--- config.mk ---
export PLATFORM = sky130hd
export DESIGN_NAME = turn_signal_conditioner
export DESIGN_NICKNAME = d
export VERILOG_FILES = /design/src/rtl/turn_signal_conditioner.sv
export SDC_FILE = /design/constraint.sdc
export NUM_CORES = 1
export LEC_CHECK = 0
export CAP_MARGIN = 20
export CORE_MARGIN = 8
export CORE_UTILIZATION = 54
export DETAILED_ROUTE_END_ITERATION = 7
export PLACE_DENSITY = 0.75
export SLEW_MARGIN = 0
export SYNTH_ARGS = -nofsm -noshare
export SYNTH_HDL_FRONTEND = slang
export SYNTH_SLANG_ARGS = --single-unit
--- constraint.sdc ---
create_clock -name clock -period 2 [get_ports clock]
set_input_delay 0.4 -clock clock [delete_from_list [all_inputs] [get_ports clock]]
set_output_delay 0.4 -clock clock [all_outputs]
set_load 0.01 [all_outputs]
--- src/rtl/turn_signal_conditioner.sv ---
// turn_signal_conditioner
// Synchronises and debounces the raw left/right/hazard switches, resolves them
// into one lamp mode (hazard has priority, left+right counts as hazard), and
// inserts a blank GAP between two different active modes. Also produces the
// step_tick pacing pulse, re-phased whenever an active mode is entered.
module turn_signal_conditioner #(
  parameter int DEBOUNCE_CYCLES = 4,
  parameter int TICK_DIV        = 8
) (
  input  logic clock,
  input  logic reset_b,
  input  logic left_sw,
  input  logic right_sw,
  input  logic hazard_sw,
  output logic InL,
  output logic InR,
  output logic InH,
  output logic step_tick
);

  localparam int CW = (DEBOUNCE_CYCLES > 0) ? $clog2(DEBOUNCE_CYCLES + 1) : 1;
  localparam int TW = (TICK_DIV > 1) ? $clog2(TICK_DIV) : 1;
  localparam logic [CW-1:0] DEB_LAST  = CW'(DEBOUNCE_CYCLES - 1);
  localparam logic [TW-1:0] TICK_LAST = TW'(TICK_DIV - 1);

  typedef enum logic [2:0] {
    ST_IDLE   = 3'd0,
    ST_LEFT   = 3'd1,
    ST_RIGHT  = 3'd2,
    ST_HAZARD = 3'd3,
    ST_GAP    = 3'd4
  } state_e;

  // Bit order for the per-switch vectors: 0 = left, 1 = right, 2 = hazard.
  logic [2:0] raw_sw;
  logic [2:0] deb_bits;

  assign raw_sw = {hazard_sw, right_sw, left_sw};

  generate
    for (genvar gi = 0; gi < 3; gi++) begin : g_sw
      logic          meta_q;
      logic          sync_q;
      logic          deb_q;
      logic          deb_d;
      logic [CW-1:0] cnt_q;
      logic [CW-1:0] cnt_d;

      // Debounce: filtered bit follows sync only after DEBOUNCE_CYCLES
      // consecutive disagreeing samples; any agreement restarts the count.
      always_comb begin
        deb_d = deb_q;
        cnt_d = '0;
        if (sync_q != deb_q) begin
          if (cnt_q == DEB_LAST) begin
            deb_d = sync_q;
            cnt_d = '0;
          end else begin
            cnt_d = cnt_q + 1'b1;
          end
        end
      end

      // Two-flop synchroniser plus debounce state registers.
      always_ff @(posedge clock or negedge reset_b) begin
        if (!reset_b) begin
          meta_q <= 1'b0;
          sync_q <= 1'b0;
          deb_q  <= 1'b0;
          cnt_q  <= '0;
        end else begin
          meta_q <= raw_sw[gi];
          sync_q <= meta_q;
          deb_q  <= deb_d;
          cnt_q  <= cnt_d;
        end
      end

      assign deb_bits[gi] = deb_q;
    end
  endgenerate

  state_e        state_q;
  state_e        state_d;
  state_e        resolved;
  logic [TW-1:0] tick_q;
  logic [TW-1:0] tick_d;
  logic          tick_now;
  logic          enter_active;

  assign tick_now = (tick_q == TICK_LAST);

  // Resolve debounced switches into a single requested mode (ST_IDLE = none).
  always_comb begin
    resolved = ST_IDLE;
    if (deb_bits[2] || (deb_bits[0] && deb_bits[1])) begin
      resolved = ST_HAZARD;
    end else if (deb_bits[0]) begin
      resolved = ST_LEFT;
    end else if (deb_bits[1]) begin
      resolved = ST_RIGHT;
    end
  end

  // Mode FSM next-state: changes between two active modes pass through GAP,
  // which is left on a tick (to the freshly resolved mode) or at once on NONE.
  always_comb begin
    state_d = state_q;
    case (state_q)
      ST_IDLE: begin
        state_d = resolved;
      end
      ST_LEFT, ST_RIGHT, ST_HAZARD: begin
        if (resolved == ST_IDLE) begin
          state_d = ST_IDLE;
        end else if (resolved != state_q) begin
          state_d = ST_GAP;
        end
      end
      ST_GAP: begin
        if (resolved == ST_IDLE) begin
          state_d = ST_IDLE;
        end else if (tick_now) begin
          state_d = resolved;
        end
      end
      default: begin
        state_d = ST_IDLE;
      end
    endcase
  end

  assign enter_active = ((state_q == ST_IDLE) || (state_q == ST_GAP)) &&
                        ((state_d == ST_LEFT) || (state_d == ST_RIGHT) ||
                         (state_d == ST_HAZARD));

  // Tick counter free-runs, but restarts at 0 when an active mode is entered
  // so the first lamp step is always a full TICK_DIV period away.
  always_comb begin
    tick_d = tick_now ? '0 : tick_q + 1'b1;
    if (enter_active) begin
      tick_d = '0;
    end
  end

  // State and tick registers.
  always_ff @(posedge clock or negedge reset_b) begin
    if (!reset_b) begin
      state_q <= ST_IDLE;
      tick_q  <= '0;
    end else begin
      state_q <= state_d;
      tick_q  <= tick_d;
    end
  end

  assign InL       = (state_q == ST_LEFT);
  assign InR       = (state_q == ST_RIGHT);
  assign InH       = (state_q == ST_HAZARD);
  assign step_tick = tick_now;

endmodule

Yosys cells after proc, flatten, opt, wreduce, memory -nomap -nowiden
Cells that the tools add are included.
{"block": "word_totals", "reg_bits": 24, "in_bits": 5, "output_inout_bits": 4, "wordCells": 61}
{"block": "op_classes", "addsub": 4, "n_eq_ne": 15, "muxes": 16, "n_reduce_logical": 12}
{"op": "two-way mux 3 bit", "n": 12}
{"op": "== test 3 x 2 -> 1 bit (second input constant)", "n": 7}
{"op": "adder 3 x 1 -> 3 bit (second input constant)", "n": 4}
{"op": "case mux 3 bit (3 select lines)", "n": 1}
{"op": "== test 3 x 1 -> 1 bit (second input constant)", "n": 2}
{"op": "== test 3 bit (second input constant)", "n": 2}
{"op": "logical NOT 3 bit", "n": 2}
{"op": "two-way mux 2 bit", "n": 3}
{"op": "AND reduction 2 bit", "n": 3}
{"op": "logical OR 1 bit", "n": 4}
{"op": "!= test 1 bit", "n": 3}
{"op": "!= test 3 bit", "n": 1}
{"op": "OR reduction 3 bit", "n": 1}
{"op": "logical AND 1 bit", "n": 2}

Depth between registers and ports, before layout
Gate-level depths: netlist (run 1).
{"block": "depth", "depth_word": 12, "ltp_mapped": 6, "mapped_depth_nobuf": 6}

Least setup slack after synthesis (run 1)
OpenSTA, ideal clock, no wires.
{"block": "synth_path", "path_kind": "flip-flop to flip-flop", "start": "register tick_q[0]", "end": "register state_q[1]", "setup_time_ns": 0.119, "arrival_ns": 1.384, "required_time_ns": 1.881, "path_slack_ns": 0.497, "path_stages_with_launch": 7, "path_buffers": 0, "period_less_slack_ns": 1.503, "cell_sequence": "dfrtp_1 > ha_1 > ha_1 > and2b_1 > a2bb2oi_1 > o22ai_1 > o21a_1"}
{"block": "synth_between", "elab_chain_len": 4}
{"item": "start: declaration", "line_no": "86", "source": "logic [TW-1:0] tick_q;"}
{"item": "start signal: assignment", "line_no": "153", "source": "tick_q <= tick_d;"}
{"item": "== test 3 bit", "line_no": "91", "source": "assign tick_now = (tick_q == TICK_LAST);"}
{"item": "via step_tick", "line_no": "18", "source": "output logic step_tick"}
{"item": "two-way mux 3 bit", "line_no": "123", "source": "end else if (tick_now) begin"}
{"item": "two-way mux 3 bit", "line_no": "121", "source": "if (resolved == ST_IDLE) begin"}
{"item": "case mux 3 bit (3 select lines)", "line_no": "109", "source": "case (state_q)"}
{"item": "via state_d[1]", "line_no": "84", "source": "state_e state_d;"}
{"item": "end signal: assignment", "line_no": "152", "source": "state_q <= state_d;"}
{"item": "end: declaration", "line_no": "83", "source": "state_e state_q;"}
The timed path passes the listed nets, and every way through them passes these cells.
A chain may end at the register's enable or synchronous reset.

Worst setup path in the final report (run 1)
{"block": "layout_path", "start": "register tick_q[0]", "end": "output port step_tick"}
{"block": "layout_between", "elab_chain_len": 1}
{"item": "== test 3 bit", "line_no": "91"}
{"item": "end: declaration", "line_no": "18"}
Every way passes these cells.

==> results of run 1 <==
## cells in the final DEF (no fill, tap or decap), types with 2 or more instances in the layout
cell type | netlist | routed
nand2_1 | 3 | 3
a21oi_1 | 2 | 2
dfrtp_2 | 0 | 2
mux2_2 | 3 | 3
and2_1 | 2 | 2
ha_1 | 5 | 5
dfrtp_1 | 24 | 22
nor2_1 | 3 | 3
nor3b_1 | 7 | 7
xnor2_1 | 3 | 3
buf_4 | 0 | 5
nor2b_1 | 5 | 5
dlymetal6s2s_1 | 0 | 3
clkdlybuf4s50_1 | 0 | 4
clkbuf_4 | 0 | 3
nor3_1 | 4 | 4
## cell families (layout without fill, tap and decap cells)
group | count (synthesis) | in the layout
fa+ha+maj | 5 | 5
buf+inv | 7 | 19
simple gates | 27 | 27
xor+xnor | 3 | 3
mux | 3 | 3
flops | 24 | 24
compound gates | 12 | 12
## worst register-to-register path: cells and delay by family (launching register included)
| family | cells | cell delay [ns] |
|---|---|---|
| flops | 1 | 0.42 |
| compound gates | 3 | 0.37 |
| fa+ha+maj | 2 | 0.44 |
| simple gates | 1 | 0.26 |
## final cells by class
type / count / area [µm²]
Sequential cell: 24 / 603
Fill cell: 128 / 562
Inverter: 2 / 7.51
Timing Repair Buffer: 13 / 124
Tap cell: 25 / 31.3
Clock buffer: 4 / 36.3
Multi-Input combinational cell: 50 / 382
## power by group
| part | switching [W] | internal, W |
|---|---|---|
| Combinational | 0.000276 | 0.000354 |
| Sequential | 0.000162 | 0.000629 |
| Clock | 0.000127 | 0.000111 |
## worst paths after layout
kind	from	end	slack, ns
min in group asynchronous	reset_b	g_sw[1].meta_q$_DFF_PN0_	0.44
min reg2reg	g_sw[2].meta_q$_DFF_PN0_	g_sw[2].sync_q$_DFF_PN0_	0.36
max	tick_q[0]$_DFF_PN0_	step_tick	0.14
max in group asynchronous	reset_b	state_q[0]$_DFF_PN0_	1.33
min	g_sw[2].meta_q$_DFF_PN0_	g_sw[2].sync_q$_DFF_PN0_	0.36
max reg2reg	tick_q[0]$_DFF_PN0_	state_q[1]$_DFF_PN0_	0.42
## registers in the layout, summed over array words and instances, names as in the netlist
register and flops:
state_q 3, g_sw.deb_q 3, g_sw.meta_q 3, g_sw.cnt_q 9, g_sw.sync_q 3, tick_q 3
## timing repair
item | 4_1_cts | 5_1_grt
gates resized for setup | 3 | 4
setup endpoints to repair | 4 | 3
buffers inserted | 0 | 4
gates cloned | 0 | 0
hold endpoints to repair | 0 | 0
## stage by stage
stage / cell area [µm²] / cells
final: 1180 / 118
after global routing: 1180 / 118
after CTS: 1140 / 114
after detailed placement: 1110 / 110
after global placement: 1110 / 110
after floorplan: 1020 / 81
## layer usage
layer	vias up	share of wire (%)	global-route usage, %
li1	300	-	-
met1	323	45	11.0
met2	12	51	16.0
met3	4	3.1	2.82
met4	0	1.3	6.14
met5	-	0	0
==> run summary, run 1 <==
Status - completed
Most frequent CP cell - ha_1
Post-DRT Antenna Nets - 0
Maxcap violations - 0
Area share of xor/xnor cells in the synthesized design - 2.57%
Worst slack, placed - 0.284 ns
Flops & latches, synth - 24
Seq/Total Area, Yosys - 58.8%
Grt ovf - 0
Tot GR Track Use - 9.85%
Buffers plus inverters on the worst setup path - 1
Largest net degree at the start of global routing - 25
Number of synthesized flops with an enable pin - 0
Starting Density - 58.5%
Num CTS Buffers - 3
Cells after Synth - 81
Clock Pin Slew Worst Setup and Hold Paths - 0.12 ns
Worst min path class - reg2reg
Crit end category - output port
Post-synth top area share - 58.8%
Synth area leader - dfrtp_1
Vias in the first global route - 619
Critical path fanouts, max - 4
Nets@finish - 104
Die height - 59.5 µm
Post-synth net total - 91
Via count - 639
Worst setup path class - reg2out
Final worst setup slack - 0.139 ns
Fin Clk Skew - 0.00518 ns
Buffers added on ports - 8
Slowest CP cell - dfrtp_1
CTS root buf - clkbuf_4
Highest clock rate - 0.537 GHz
Die X - 59.5 µm
Layout cells sized above 1 - 19.4%
Synth Area in Compound Gates - 9.93%
Area of the die - 3540 µm²
Synth cell count leaders - dfrtp_1, nor3b_1, ha_1, nor2b_1, nor3_1
Routed length per instance - 13.8 µm
PwrDens - 1400 nW/µm²
Worst endpoint required time - 1.60 ns
RSZ-0062 raised after global routing - false
Ys async rst share - 100%
Number of iterations in the first detailed-routing pass - 4
Layout overhead on the synthesized area - 15.9%
Yosys warnings - 0
First DRT Iteration DRCs - 16
Mapped cell area - 1020 µm²
Setup tns final - 0 ns
Main combinational cell family by area after synthesis - simple AND/OR/NAND/NOR gates
Hold_ws - 0.359 ns
Post-Route WL - 1.63 mm
Synth cell types - 28
Initial antenna violation count - 0
Final Hold Viols - 0
Final Power - 0.00166 W
Multiplexer share of the synthesized area - 3.31%
Cell count along the critical path - 3
Final Max Slew Viols - 0
H-tree level count - 1
Post-synth top flop - dfrtp_1
GPL Wtd Cong - 0.717
Crit-path cells - ha_1, ha_1, dlygate4sd2_1
Later-pin clock latency in the skew report - 0.30 ns
CP peak stage delay - 0.42 ns
# setup viols final - 0
Rows - 15
Synth area leaders - dfrtp_1, ha_1, nor3b_1, mux2_2, nor2b_1
Io pins - 9
Pleak - 0.590 nW
Hpwl dp - 1.07 mm
CTS max path bufs - 2
Worst slew pin tran - 0.315 ns
Post-synthesis adder-cell area fraction - 6.13%
Synthesized area per cell - 12.6 µm²
Core region area - 1750 µm²
Top delay family on crit path - adder cells
Top-count cell post-synth - dfrtp_1
Antenna Cells - 0
First-pass GRT wire length - 2.65 mm
Post-Synth Simple-Gate Area - 15.4%
Max IR drop VDD - 0.862 mV
Startpoint types - register
CTS tree - yes
Reg2reg path depth - 6
Hold path depth - 0
CTS Hold Bufs - 0
Worst slew margin - 79.0%
Final core utilization - 67.8%
Vias per inst - 5.42
Tmin final - 1.86 ns
Clock tree sinks - 24
Residual DRC count - 0
Tcrit/Tclk final - 93.1%
Arrival @ worst endpoint - 1.46 ns
No activity file was read; power rests on OpenSTA's default activity.
==> inputs of run 2 (changes only) <==
- ABC_CLOCK_PERIOD_IN_PS: default -> 2000
- CAP_MARGIN: 20 -> 25
==> results of run 2 <==
The final DEF is identical to that of run 1; final timing and power are the same.
